**src/rtl/shift_sequencer_if.sv**
```systemverilog
// Handshake and data bundle between the ALU/issue controller (master) and
// the iterative shift sequencer (slave).
interface shift_sequencer_if #(
  parameter int WIDTH = 32,
  parameter int SHW   = 5
);
  logic             start;
  logic             op;
  logic [WIDTH-1:0] in_data;
  logic [SHW-1:0]   shamt;
  logic             busy;
  logic             done;
  logic [WIDTH-1:0] result;

  modport master (
    output start, op, in_data, shamt,
    input  busy, done, result
  );

  modport slave (
    input  start, op, in_data, shamt,
    output busy, done, result
  );
endinterface

```
**src/rtl/shift_sequencer.sv**
```systemverilog
// Iterative SLL/SRA unit: one power-of-two stage (16,8,4,2,1) per clock.
// Optional macro SHIFT_EARLY_EXIT_EN finishes once no lower shamt bits remain.
module shift_sequencer #(
  parameter int WIDTH = 32,
  parameter int SHW   = 5
) (
  input  logic              clock,
  input  logic              reset,
  shift_sequencer_if.slave  bus
);

  localparam int K_W = (SHW > 1) ? $clog2(SHW) : 1;

  typedef enum logic [1:0] {S_IDLE, S_SHIFT, S_DONE} state_t;

  state_t           state_q, state_d;
  logic [K_W-1:0]   k_q, k_d;
  logic [WIDTH-1:0] acc_q, acc_d;
  logic [SHW-1:0]   shamt_q, shamt_d;
  logic             op_q, op_d;
  logic [WIDTH-1:0] result_q, result_d;
  logic             busy, done, last;

  // SRA replicates the current top bit of the accumulator.
  function automatic logic [WIDTH-1:0] stage_shift(input logic [WIDTH-1:0] a,
                                                   input logic             sra,
                                                   input logic [K_W-1:0]   k);
    logic signed [WIDTH-1:0] s;
    s = a;
    if (sra) stage_shift = s >>> (1 << k);
    else     stage_shift = a << (1 << k);
  endfunction

`ifdef SHIFT_EARLY_EXIT_EN
  function automatic logic [SHW-1:0] low_mask(input logic [K_W-1:0] k);
    low_mask = SHW'((1 << k) - 1);
  endfunction
`endif

  always_comb begin
    state_d  = state_q;
    k_d      = k_q;
    acc_d    = acc_q;
    shamt_d  = shamt_q;
    op_d     = op_q;
    result_d = result_q;
    busy     = 1'b0;
    done     = 1'b0;
    last     = 1'b0;
    case (state_q)
      S_IDLE, S_DONE: begin
        done = (state_q == S_DONE);
        if (bus.start) begin
          acc_d   = bus.in_data;
          shamt_d = bus.shamt;
          op_d    = bus.op;
          k_d     = K_W'(SHW - 1);
          state_d = S_SHIFT;
        end else begin
          state_d = S_IDLE;
        end
      end
      S_SHIFT: begin
        busy = 1'b1;
        if (shamt_q[k_q]) acc_d = stage_shift(acc_q, op_q, k_q);
`ifdef SHIFT_EARLY_EXIT_EN
        last = (k_q == '0) || ((shamt_q & low_mask(k_q)) == '0);
`else
        last = (k_q == '0);
`endif
        if (last) begin
          result_d = acc_d;
          state_d  = S_DONE;
        end else begin
          k_d = k_q - K_W'(1);
        end
      end
      default: state_d = S_IDLE;
    endcase
  end

  // Control and visible result reset; the working operands do not need to.
  always_ff @(posedge clock) begin
    if (reset) begin
      state_q  <= S_IDLE;
      k_q      <= K_W'(SHW - 1);
      result_q <= '0;
    end else begin
      state_q  <= state_d;
      k_q      <= k_d;
      result_q <= result_d;
    end
  end

  always_ff @(posedge clock) begin
    acc_q   <= acc_d;
    shamt_q <= shamt_d;
    op_q    <= op_d;
  end

  assign bus.busy   = busy;
  assign bus.done   = done;
  assign bus.result = result_q;

endmodule
```
**src/flat_wrapper.sv**
```systemverilog
// flat-port wrapper written by rule: the top's interface ports become plain ports
module shift_sequencer_flat 
#(
  parameter int WIDTH = 32,
  parameter int SHW   = 5
)
  (clock, reset, bus_start, bus_op, bus_in_data, bus_shamt, bus_busy, bus_done, bus_result);
  shift_sequencer_if #(.WIDTH(WIDTH), .SHW(SHW)) bus_i ();
  input  logic clock;
  input  logic reset;
  input wire logic [$bits(bus_i.start)-1:0] bus_start;
  input wire logic [$bits(bus_i.op)-1:0] bus_op;
  input wire logic [$bits(bus_i.in_data)-1:0] bus_in_data;
  input wire logic [$bits(bus_i.shamt)-1:0] bus_shamt;
  output wire logic [$bits(bus_i.busy)-1:0] bus_busy;
  output wire logic [$bits(bus_i.done)-1:0] bus_done;
  output wire logic [$bits(bus_i.result)-1:0] bus_result;
  assign bus_i.start = bus_start;
  assign bus_i.op = bus_op;
  assign bus_i.in_data = bus_in_data;
  assign bus_i.shamt = bus_shamt;
  assign bus_busy = bus_i.busy;
  assign bus_done = bus_i.done;
  assign bus_result = bus_i.result;
  shift_sequencer #(.WIDTH(WIDTH), .SHW(SHW)) u_core (.clock(clock), .reset(reset), .bus(bus_i));
endmodule
```
**config.mk**
```make
export PLATFORM = sky130hd
export DESIGN_NAME = shift_sequencer_flat
export DESIGN_NICKNAME = d
export VERILOG_FILES = /design/src/rtl/shift_sequencer_if.sv /design/src/rtl/shift_sequencer.sv /design/src/flat_wrapper.sv
export SDC_FILE = /design/constraint.sdc
export NUM_CORES = 1
export LEC_CHECK = 0
export CAP_MARGIN = 10
export CORE_ASPECT_RATIO = 1.4
export CORE_MARGIN = 8
export CORE_UTILIZATION = 54
export DETAILED_ROUTE_END_ITERATION = 6
export MAX_ROUTING_LAYER = met4
export PLACE_DENSITY = 0.79
export SYNTH_ARGS = -nofsm -noshare
export SYNTH_HDL_FRONTEND = slang
export SYNTH_SLANG_ARGS = --single-unit
```
**constraint.sdc**
```tcl
create_clock -name clock -period 2.5 [get_ports clock]
set_clock_uncertainty 0.05 [all_clocks]
set_input_delay 0.5 -clock clock [delete_from_list [all_inputs] [get_ports clock]]
set_output_delay 0.5 -clock clock [all_outputs]
set_load 0.03 [all_outputs]
```
==> results_dict.tcl, run 1 <==
set metrics [dict create \
    place_hpwl_um 33400 \
    die_h_um 162 \
    yosysSeqAreaShare_pct 22.9 \
    die_width_um 120 \
    h-tree-depth 3 \
    synth_edf_count 38 \
    grt_max_degree 32 \
    ys.flop_type "edfxtp_1" \
    pre_cts_ws_ns -0.632 \
    port_buffers 74 \
    synth_seq_cells 75 \
    synth_area_per_cell_um2 7.98 \
    status "aborted with a tool error" \
    cts_hold_buf 0 \
    overflow 149 \
    grtUsageTotal_pct 79.6 \
    grt_pass1_wl_um 113000 \
    clockBufferDepth 2 \
    globalplace.congestion 1.43 \
    clockRootBuffer "clkbuf_16" \
    tool.error "[ERROR GRT-0116] Global routing finished with congestion. Check the congestion regions in the DRC Viewer." \
    clock-sinks 75 \
    stop_stage "global routing" \
    syn-num-nets 1075 \
    pin_count 75 \
    num_rows 53 \
    async_flop_share_pct 0 \
    grt_pass1_vias 15600 \
    ys_types 84 \
    ys_warn_count 0 \
    syn_area_um2 8210 \
    start_util_pct 55.0 \
    syn_inst 1029 \
    numCtsBuffers 9 \
]
stage by stage:
step,cells,setup TNS [ns],hold WS (ns),area (um2)
CTS,1559,-9.70,0.402,13300
detailed placement,1492,-20.12,0.396,11200
global placement,1492,-15.70,0.387,11200
floorplan,1029,-0.0991,0.481,8250
logic make-up after synthesis:
group | count (synthesis) | synth area share (%)
simple gates | 350 | 20.7
flops | 75 | 22.9
compound gates | 363 | 30.5
mux | 98 | 17.1
fa+ha+maj | 5 | 0.762
buf+inv | 138 | 8.02
routing by layer:
metal,GRT usage [%],GRT overflow
met5,-,-
met4,77.7,45
met3,70.5,18
met2,91.5,83
met1,75.9,3
synth_stat cells (17+ instances only):
cell      instances  share of area (%)
o22ai_1          27                2.1
o31ai_1          18                1.6
o21ai_0          74                4.5
a21oi_1          53                3.2
nand2b_1         22                1.7
inv_1            17               0.78
mux2i_1          46                5.6
edfxtp_1         38                 14
a22oi_1          20                1.8
dfxtp_1          37                9.0
nand2_1         125                5.7
mux2_2           22                3.0
a31oi_1          23                1.8
a211oi_1         19                1.7
mux4_2           25                6.9
nand3_1          19                1.2
nor2_1           83                3.8
nor3_1           17                1.0
clkbuf_1         68                3.1
buf_2            29                1.8
what timing repair did:
item / 4_1_cts
setup endpoints to repair: 64
endpoints found under the hold margin: 0
resized for setup: 302
cloned: 3
pin swaps: 105
setup buffers: 51
==> run 2, diff against run 1 <==
--- a/config.mk
+++ b/config.mk
@@ -6,12 +6,10 @@
 export NUM_CORES = 1
 export LEC_CHECK = 0
 export CAP_MARGIN = 10
-export CORE_ASPECT_RATIO = 1.4
 export CORE_MARGIN = 8
-export CORE_UTILIZATION = 54
+export CORE_UTILIZATION = 40
 export DETAILED_ROUTE_END_ITERATION = 6
-export MAX_ROUTING_LAYER = met4
-export PLACE_DENSITY = 0.79
+export PLACE_DENSITY_LB_ADDON = 0.15
 export SYNTH_ARGS = -nofsm -noshare
 export SYNTH_HDL_FRONTEND = slang
 export SYNTH_SLANG_ARGS = --single-unit
==> constraint.sdc (replaced) <==
create_clock -name clock -period 3.25 [get_ports clock]
set_clock_uncertainty 0.05 [all_clocks]
set_input_delay 0.65 -clock clock [delete_from_list [all_inputs] [get_ports clock]]
set_output_delay 0.65 -clock clock [all_outputs]
set_load 0.03 [all_outputs]
==> results_dict.tcl, run 2 <==
set metrics [dict create \
    grt_max_degree 51 \
    cp_top_family "compound AO/OA/AOI/OAI gates" \
    seq_power_share_pct 25.5 \
    drtIter0Drc 1694 \
    p_comb_share_pct 54.1 \
    h-tree-depth 3 \
    dr.pass1.iters 6 \
    synth_most_common_cell "nand2_1" \
    grt_pass1_vias 9942 \
    p_leak_uw 0.00399 \
    ir_worst_vdd_uv 307 \
    worstPathCellList "buf_4, ha_4, buf_12, buf_4, nor2b_1, a21o_1, a211o_1, a31oi_1, a311oi_1, buf_4, o21ai_0" \
    max_freq_mhz 307 \
    wirelength_um 48700 \
    dpl_cell_area_um2 10100 \
    antenna_left 0 \
    die_width_um 159 \
    crit_top_cell "buf_4" \
    synth_seq_cells 75 \
    final_util_pct 52.4 \
    drv_slew 0 \
    ys_top_cells_by_area "edfxtp_1 (14%), dfxtp_1 (9.0%), mux4_2 (6.9%)" \
    final_common_cell "buf_4" \
    die_h_um 159 \
    vias 10300 \
    ys_types 84 \
    worst_pin_slew_ns 0.893 \
    power.density_nw_per_um2 506 \
    start_util_pct 40.7 \
    finalHoldViolations 0 \
    dp_cells 1420 \
    synth_edf_count 38 \
    power_switching_uw 2410 \
    finalCritPeriodShare_pct 100 \
    pre_cts_ws_ns -0.00308 \
    path_max_fanout 24 \
    viasPerCell 7.14 \
    violations "setup timing" \
    antenna_found_initial 0 \
    hold_path.class "reg -> reg" \
    syn_inst 1029 \
    core-area_um2 20200 \
    internal_power_uw 2940 \
    pin_count 75 \
    fin_area_um2 10600 \
    critPathKind "reg -> reg" \
    status "finished with violations" \
    clock_latency_ns 0.34 \
    maxCapViolations 0 \
    crit_required_ns 3.27 \
    area_growth_syn_to_layout_pct 28.9 \
    yosysSeqAreaShare_pct 22.9 \
    final_cell_mix "buf_4 (156), nand2_1 (125), nor2_1 (82)" \
    fill_cells 1944 \
    drive_gt1_share_pct 24.1 \
    cts.clk_slew.worst_paths_ns 0.07 \
    clkPwrFrac_pct 20.4 \
    critPathBufInv 4 \
    setup_viol 1 \
    async_flop_share_pct 0 \
    cp-end-kind "flop" \
    tritoncts "yes" \
    slowest_stage "a311oi_1" \
    worst_slack_ns -0.0106 \
    overflow 0 \
    synth_top_cell_by_area "edfxtp_1" \
    synth.top_cells.by_count "nand2_1 (125), nor2_1 (83), o21ai_0 (74)" \
    rsz0062_at_grt "false" \
    globalplace.congestion 1.15 \
    max_slew_margin_pct 40.5 \
    clockRootBuffer "clkbuf_16" \
    clock-sinks 75 \
    port_buffers 74 \
    fin_crit_ns 3.26 \
    wl_per_cell_um 33.8 \
    place_hpwl_um 36300 \
    final_net_count 1211 \
    num_rows 52 \
    worstPathArrival_ns 3.28 \
    syn_area_um2 8210 \
    fin_total_pwr_uw 5350 \
    grt_pass1_wl_um 69500 \
    clockBufferDepth 2 \
    synth_top_area_share_pct 13.9 \
    ys.flop_type "edfxtp_1" \
    cts_hold_buf 0 \
    ys_warn_count 0 \
    critPathMaxStageDelay_ns 0.45 \
    antenna_cells 0 \
    syn-num-nets 1075 \
    numCtsBuffers 9 \
    cp-start-kind "flop" \
    fin_cells 1440 \
    switching_share_pct 45.1 \
    drc_errors 0 \
    grtUsageTotal_pct 36.7 \
    fp.dieArea_um2 25400 \
    synth_area_per_cell_um2 7.98 \
]
## run 2: cell counts after synthesis
Identical to the previous run, type by type.
## run 2: timing repair
item                                   in CTS  in global routing
resized for setup                           1                 10
setup endpoints to repair                   1                 22
buffers inserted                            0                  4
pin swaps                                   0                  1
endpoints found under the hold margin       0                  0
## run 2: cell type report
class,instances,area (um2),share of cell area [%]
clock buffer,13,304,2.87
clock inverter,3,25.0,0.237
inverter,19,75.1,0.710
multi-input combinational,816,5770,54.5
sequential,75,1880,17.8
tap,270,338,3.19
timing repair buffer,244,2190,20.7
## run 2: cell families after synthesis
group                      Yosys count  synth area share (%)
AOI/OAI and AO/OA                  363                  30.5
adders and majority gates            5                 0.762
buffers and inverters              138                  8.02
DFF                                 75                  22.9
muxes                               98                  17.1
and+or+nand+nor                    350                  20.7
## run 2: path summary, 6_finish.rpt
check / end / depth (start not counted) / slack [ns] / start
setup reg to reg: u_core.acc_q[21] / 11 / -0.01 / u_core.k_q[0]
hold / removal: u_core.bus.result[28] / 2 / 0.41 / u_core.bus.result[28]
hold reg to reg: u_core.bus.result[28] / 2 / 0.41 / u_core.bus.result[28]
setup / recovery: u_core.acc_q[21] / 11 / -0.01 / u_core.k_q[0]
## run 2: per-layer routing
metal / part of all wire [%] / track usage, % / vias to the layer above
met5: 0 / 0 / -
met4: 6.3 / 19.1 / 0
met3: 16 / 13.9 / 253
met2: 39 / 50.7 / 995
met1: 38 / 48.5 / 4812
li1: - / - / 4220
## run 2: power by group through the flow
stage	clock (uW)	combinational (uW)	sequential (uW)
after floorplan	0	1570	1180
after global placement	0	2730	1350
after detailed placement	0	2680	1340
after CTS	1090	2700	1320
after global routing	1140	2960	1350
final	1090	2900	1360
## run 2: through the flow
stage / setup TNS (ns) / hold WS, ns
floorplan: 0 / 0.527
global placement: -0.0317 / 0.390
detailed placement: -0.00308 / 0.391
CTS: 0 / 0.408
global route: 0 / 0.431
finish: -0.0106 / 0.407
## run 2: worst min-delay path, cell delays in order, from the launching register on
cell and delay [ns]:
dfxtp_1 0.31, nand2_1 0.05, o21ai_1 0.05
(Power assumes the default switching activity.)
==> run 3, diff against run 2 <==
--- a/config.mk
+++ b/config.mk
@@ -10,6 +10,7 @@
 export CORE_UTILIZATION = 40
 export DETAILED_ROUTE_END_ITERATION = 6
 export PLACE_DENSITY_LB_ADDON = 0.15
+export RECOVER_POWER = 50
 export SYNTH_ARGS = -nofsm -noshare
 export SYNTH_HDL_FRONTEND = slang
 export SYNTH_SLANG_ARGS = --single-unit
==> constraint.sdc (replaced) <==
create_clock -name clock -period 3.5 [get_ports clock]
set_clock_uncertainty 0.05 [all_clocks]
set_input_delay 0.7 -clock clock [delete_from_list [all_inputs] [get_ports clock]]
set_output_delay 0.7 -clock clock [all_outputs]
set_load 0.03 [all_outputs]
==> results_dict.tcl, run 3 (same netlist as run 2, synthesis figures left out) <==
set metrics [dict create \
    status "finished with violations" \
    violations "DRC, capacitance limit, slew limit" \
    worstPathArrival_ns 3.40 \
    fill_cells 2013 \
    crit_top_cell "buf_4" \
    cts.clk_slew.worst_paths_ns 0.06 \
    finalCritPeriodShare_pct 96.6 \
    critPathMaxStageDelay_ns 0.44 \
    worst_pin_slew_ns 1.87 \
    fp.dieArea_um2 25400 \
    clockRootBuffer "clkbuf_16" \
    antenna_cells 0 \
    hold_path.class "reg -> reg" \
    fin_cells 1398 \
    clockBufferDepth 2 \
    critPathKind "reg -> reg" \
    grt_pass1_vias 9700 \
    internal_power_uw 2500 \
    crit_required_ns 3.52 \
    start_util_pct 40.7 \
    cp-start-kind "flop" \
    final_cell_mix "nand2_1 (125), buf_4 (114), nor2_1 (83)" \
    ir_worst_vdd_uv 304 \
    final_common_cell "nand2_1" \
    grtUsageTotal_pct 35.5 \
    reg2reg_from "u_core.k_q[0]" \
    antenna_left 0 \
    core-area_um2 20200 \
    power_switching_uw 2120 \
    maxCapViolations 1 \
    port_buffers 74 \
    rr_worst_depth 10 \
    overflow 0 \
    clock-sinks 75 \
    wl_per_cell_um 33.7 \
    antenna_found_initial 2 \
    clock_latency_ns 0.33 \
    h-tree-depth 3 \
    worstPathCellList "buf_4, ha_4, buf_4, buf_4, mux4_2, a211o_1, a31oi_4, o32ai_1, a2111oi_4, a31oi_1" \
    pin_count 75 \
    worst_slack_ns 0.118 \
    slowest_stage "dfxtp_1" \
    viasPerCell 7.21 \
    final_net_count 1169 \
    area_growth_syn_to_layout_pct 24.0 \
    cts_hold_buf 0 \
    cp-end-kind "flop" \
    power.density_nw_per_um2 454 \
    tritoncts "yes" \
    min_path_cells 2 \
    hold_start "u_core.bus.result[4]" \
    numCtsBuffers 9 \
    max_freq_mhz 296 \
    place_hpwl_um 35000 \
    pre_cts_ws_ns -0.178 \
    path_max_fanout 12 \
    globalplace.congestion 1.07 \
    die_h_um 159 \
    rsz0062_at_grt "false" \
    hold_slack_ns 0.398 \
    die_width_um 159 \
    drv_slew 33 \
    timing.rr.end "u_core.acc_q[9]" \
    wirelength_um 47100 \
    fin_crit_ns 3.38 \
    fin_tns_setup_ns 0 \
    drc_errors 3 \
    finalHoldViolations 0 \
    cp_top_family "compound AO/OA/AOI/OAI gates" \
    seq_power_share_pct 28.0 \
    grt_pass1_wl_um 67600 \
    min_to "u_core.bus.result[4]" \
    num_rows 52 \
    drtIter0Drc 1468 \
    drive_gt1_share_pct 21.0 \
    setup_viol 0 \
    switching_share_pct 45.9 \
    p_leak_uw 0.00385 \
    dr.pass1.iters 7 \
    clkPwrFrac_pct 17.9 \
    critPathBufInv 3 \
    reg2reg_slack_ns 0.12 \
    p_comb_share_pct 54.1 \
    grt_max_degree 51 \
    dp_cells 1380 \
    vias 10100 \
    max_slew_margin_pct -24.6 \
]
## run 3: through the flow
step,total power (uW),util [%],area [um2]
finish,4620,50.5,10200
floorplan,2550,-,8210
global route,4730,50.5,10200
detailed placement,3610,48.7,9820
CTS,4470,50.1,10100
global placement,3650,48.7,9820
## run 3: tightest hold or removal path: cells and delay by family, from the launching register on
| family | cells | cell delay [ns] |
|---|---|---|
| DFF | 1 | 0.30 |
| AOI/OAI and AO/OA | 1 | 0.05 |
| and+or+nand+nor | 1 | 0.04 |
## run 3: worst max-delay path by stage
stage	from	to	slack, ns	cells past startpoint
5_1_grt	u_core.k_q[0]	u_core.acc_q[14]	0.03	12
6_report	u_core.k_q[0]	u_core.acc_q[9]	0.12	10
3_3_place_gp	u_core.k_q[1]	u_core.acc_q[9]	-0.16	10
2_1_floorplan	u_core.k_q[0]	u_core.acc_q[9]	0.79	9
3_5_place_dp	u_core.k_q[1]	u_core.acc_q[9]	-0.18	10
4_1_cts	u_core.k_q[1]	u_core.acc_q[9]	0.01	10
## run 3: power groups by stage
| stage | registers [uW] | clock network (uW) | logic (uW) |
|---|---|---|---|
| 6_report | 1290 | 828 | 2500 |
| 5_1_grt | 1280 | 870 | 2580 |
| 4_1_cts | 1260 | 843 | 2370 |
| 3_5_place_dp | 1270 | 0 | 2340 |
| 3_3_place_gp | 1280 | 0 | 2370 |
| 2_1_floorplan | 1090 | 0 | 1460 |
## run 3: layout make-up
type	instances	area [um2]	area share, %
timing repair buffer	202	1840	18.1
clock inverter	5	32.5	0.320
tap	270	338	3.32
sequential	75	1880	18.5
clock buffer	11	233	2.29
multi-input combinational	816	5770	56.7
inverter	19	71.3	0.701
## run 3: per-layer routing
layer	track usage [%]	vias up	share of wire, %
met5	0	-	0.076
met4	20.3	6	7.1
met3	11.6	246	14
met2	52.0	934	41
met1	45.2	4744	37
li1	-	4154	-
## run 3: repair_timing
item | CTS | global route
pin swaps | 2 | 0
setup endpoints to repair | 2 | 18
buffers inserted | 2 | 0
resized for setup | 1 | 11
==> run 4, diff against run 3 <==
--- a/config.mk
+++ b/config.mk
@@ -5,9 +5,9 @@
 export SDC_FILE = /design/constraint.sdc
 export NUM_CORES = 1
 export LEC_CHECK = 0
-export CAP_MARGIN = 10
+export CAP_MARGIN = 20
 export CORE_MARGIN = 8
-export CORE_UTILIZATION = 40
+export CORE_UTILIZATION = 50
 export DETAILED_ROUTE_END_ITERATION = 6
 export PLACE_DENSITY_LB_ADDON = 0.15
 export RECOVER_POWER = 50
==> constraint.sdc (replaced) <==
create_clock -name clock -period 3.5 [get_ports clock]
set_clock_uncertainty 0.05 [all_clocks]
set_input_delay 0.7 -clock clock [delete_from_list [all_inputs] [get_ports clock]]
set_output_delay 0.7 -clock clock [all_outputs]
set_load 0.01 [all_outputs]
==> results_dict.tcl, run 4 (same netlist as run 2, synthesis figures left out) <==
set metrics [dict create \
    num_rows 47 \
    wl_per_cell_um 32.8 \
    violations "capacitance limit, slew limit, setup timing" \
    status "finished with violations" \
    rr_worst_depth 10 \
    final_net_count 1157 \
    max_slew_margin_pct -7.49 \
    wirelength_um 43800 \
    min_path_cells 2 \
    seqCellArea_um2 1880 \
    tritoncts "yes" \
    fill_cells 1466 \
    cts.clk_slew.worst_paths_ns 0.06 \
    max_freq_mhz 283 \
    cp-start-kind "flop" \
    cp-end-kind "flop" \
    cts_hold_buf 0 \
    clock-sinks 75 \
    finalCritPeriodShare_pct 101 \
    fin_cells 1336 \
    worstPathArrival_ns 3.66 \
    ir_worst_vdd_uv 409 \
    final_common_cell "nand2_1" \
    globalplace.congestion 1.13 \
    final_util_pct 61.7 \
    rsz0062_at_grt "false" \
    core-area_um2 16300 \
    finalHoldViolations 0 \
    fp.dieArea_um2 20800 \
    vias 10300 \
    numCtsBuffers 9 \
    maxCapViolations 1 \
    drv_slew 28 \
    area_growth_syn_to_layout_pct 22.5 \
    start_util_pct 50.4 \
    p_leak_uw 0.00383 \
    power.density_nw_per_um2 468 \
    critPathKind "reg -> reg" \
    antenna_left 0 \
    place_hpwl_um 31800 \
    grt_max_degree 52 \
    pin_count 75 \
    dpl_cell_area_um2 9660 \
    viasPerCell 7.68 \
    die_width_um 144 \
    worst_pin_slew_ns 1.61 \
    fin_area_um2 10100 \
    worst_slack_ns -0.0385 \
    path_max_fanout 25 \
    die_h_um 144 \
    hold_path.class "reg -> reg" \
    port_buffers 74 \
    overflow 0 \
    clockRootBuffer "clkbuf_16" \
    setup_viol 1 \
    clock_latency_ns 0.33 \
    multiInputGateArea_um2 5760 \
    grt_pass1_wl_um 63500 \
    dr.pass1.iters 7 \
    h-tree-depth 3 \
    drtIter0Drc 1912 \
    final_cell_mix "nand2_1 (125), buf_4 (103), nor2_1 (83)" \
    crit_required_ns 3.62 \
    drc_errors 0 \
    grtUsageTotal_pct 41.8 \
    drive_gt1_share_pct 20.4 \
    antenna_found_initial 3 \
    clockBufferDepth 2 \
    grt_pass1_vias 9618 \
    fin_crit_ns 3.54 \
    dp_cells 1318 \
    antenna_cells 0 \
]
run 4: layer usage:
layer | wire length, um | track usage, % | share of wire, %
met3 | 7850 | 18.7 | 18
met1 | 15500 | 52.5 | 35
met4 | 3460 | 25.3 | 7.9
met2 | 17000 | 57.4 | 39
met5 | 12 | 0 | 0.027
run 4: metrics by stage:
step / TNS (ns) / power (uW) / hold slack (ns) / setup WS [ns]
6_report: -0.0385 / 4710 / 0.394 / -0.0385
5_1_grt: 0 / 4790 / 0.423 / 0.00239
4_1_cts: 0 / 4490 / 0.404 / 0.0739
3_5_place_dp: 0 / 3500 / 0.395 / 0.110
3_3_place_gp: 0 / 3510 / 0.389 / 0.146
2_1_floorplan: 0 / 2540 / 0.424 / 0.796
run 4: layout make-up:
class	count	share of cell area (%)
timing repair buffer	190	17.3
multi-input combinational	816	57.3
clock inverter	3	0.410
sequential	75	18.7
clock buffer	13	2.80
tap	220	2.74
inverter	19	0.721
run 4: worst paths after layout:
kind                           endpoint                  start  slack [ns]
hold reg to reg   u_core.bus.result[28]  u_core.bus.result[28]        0.39
setup reg to reg       u_core.acc_q[18]          u_core.k_q[1]       -0.04
setup / recovery       u_core.acc_q[18]          u_core.k_q[1]       -0.04
hold / removal    u_core.bus.result[28]  u_core.bus.result[28]        0.39
run 4: report_power, final:
group | switching (uW) | internal [uW]
Sequential | 252 | 1020
Combinational | 1470 | 972
Clock | 354 | 634
Total | 2080 | 2630
run 4: timing repair:
item                                   CTS  global route
setup endpoints to repair                0            15
endpoints found under the hold margin    0             0
gates resized for setup                  0            12
setup buffers                            0             2
run 4: critical path, cell delays in order, from the launching register on:
cell and delay (ns):
dfxtp_1 0.51, inv_1 0.20, ha_4 0.31, buf_12 0.21, mux2i_1 0.17, a22oi_1 0.54
o22ai_2 0.27, nor3_2 0.52, a221oi_1 0.21, buf_4 0.20, o21ai_0 0.15
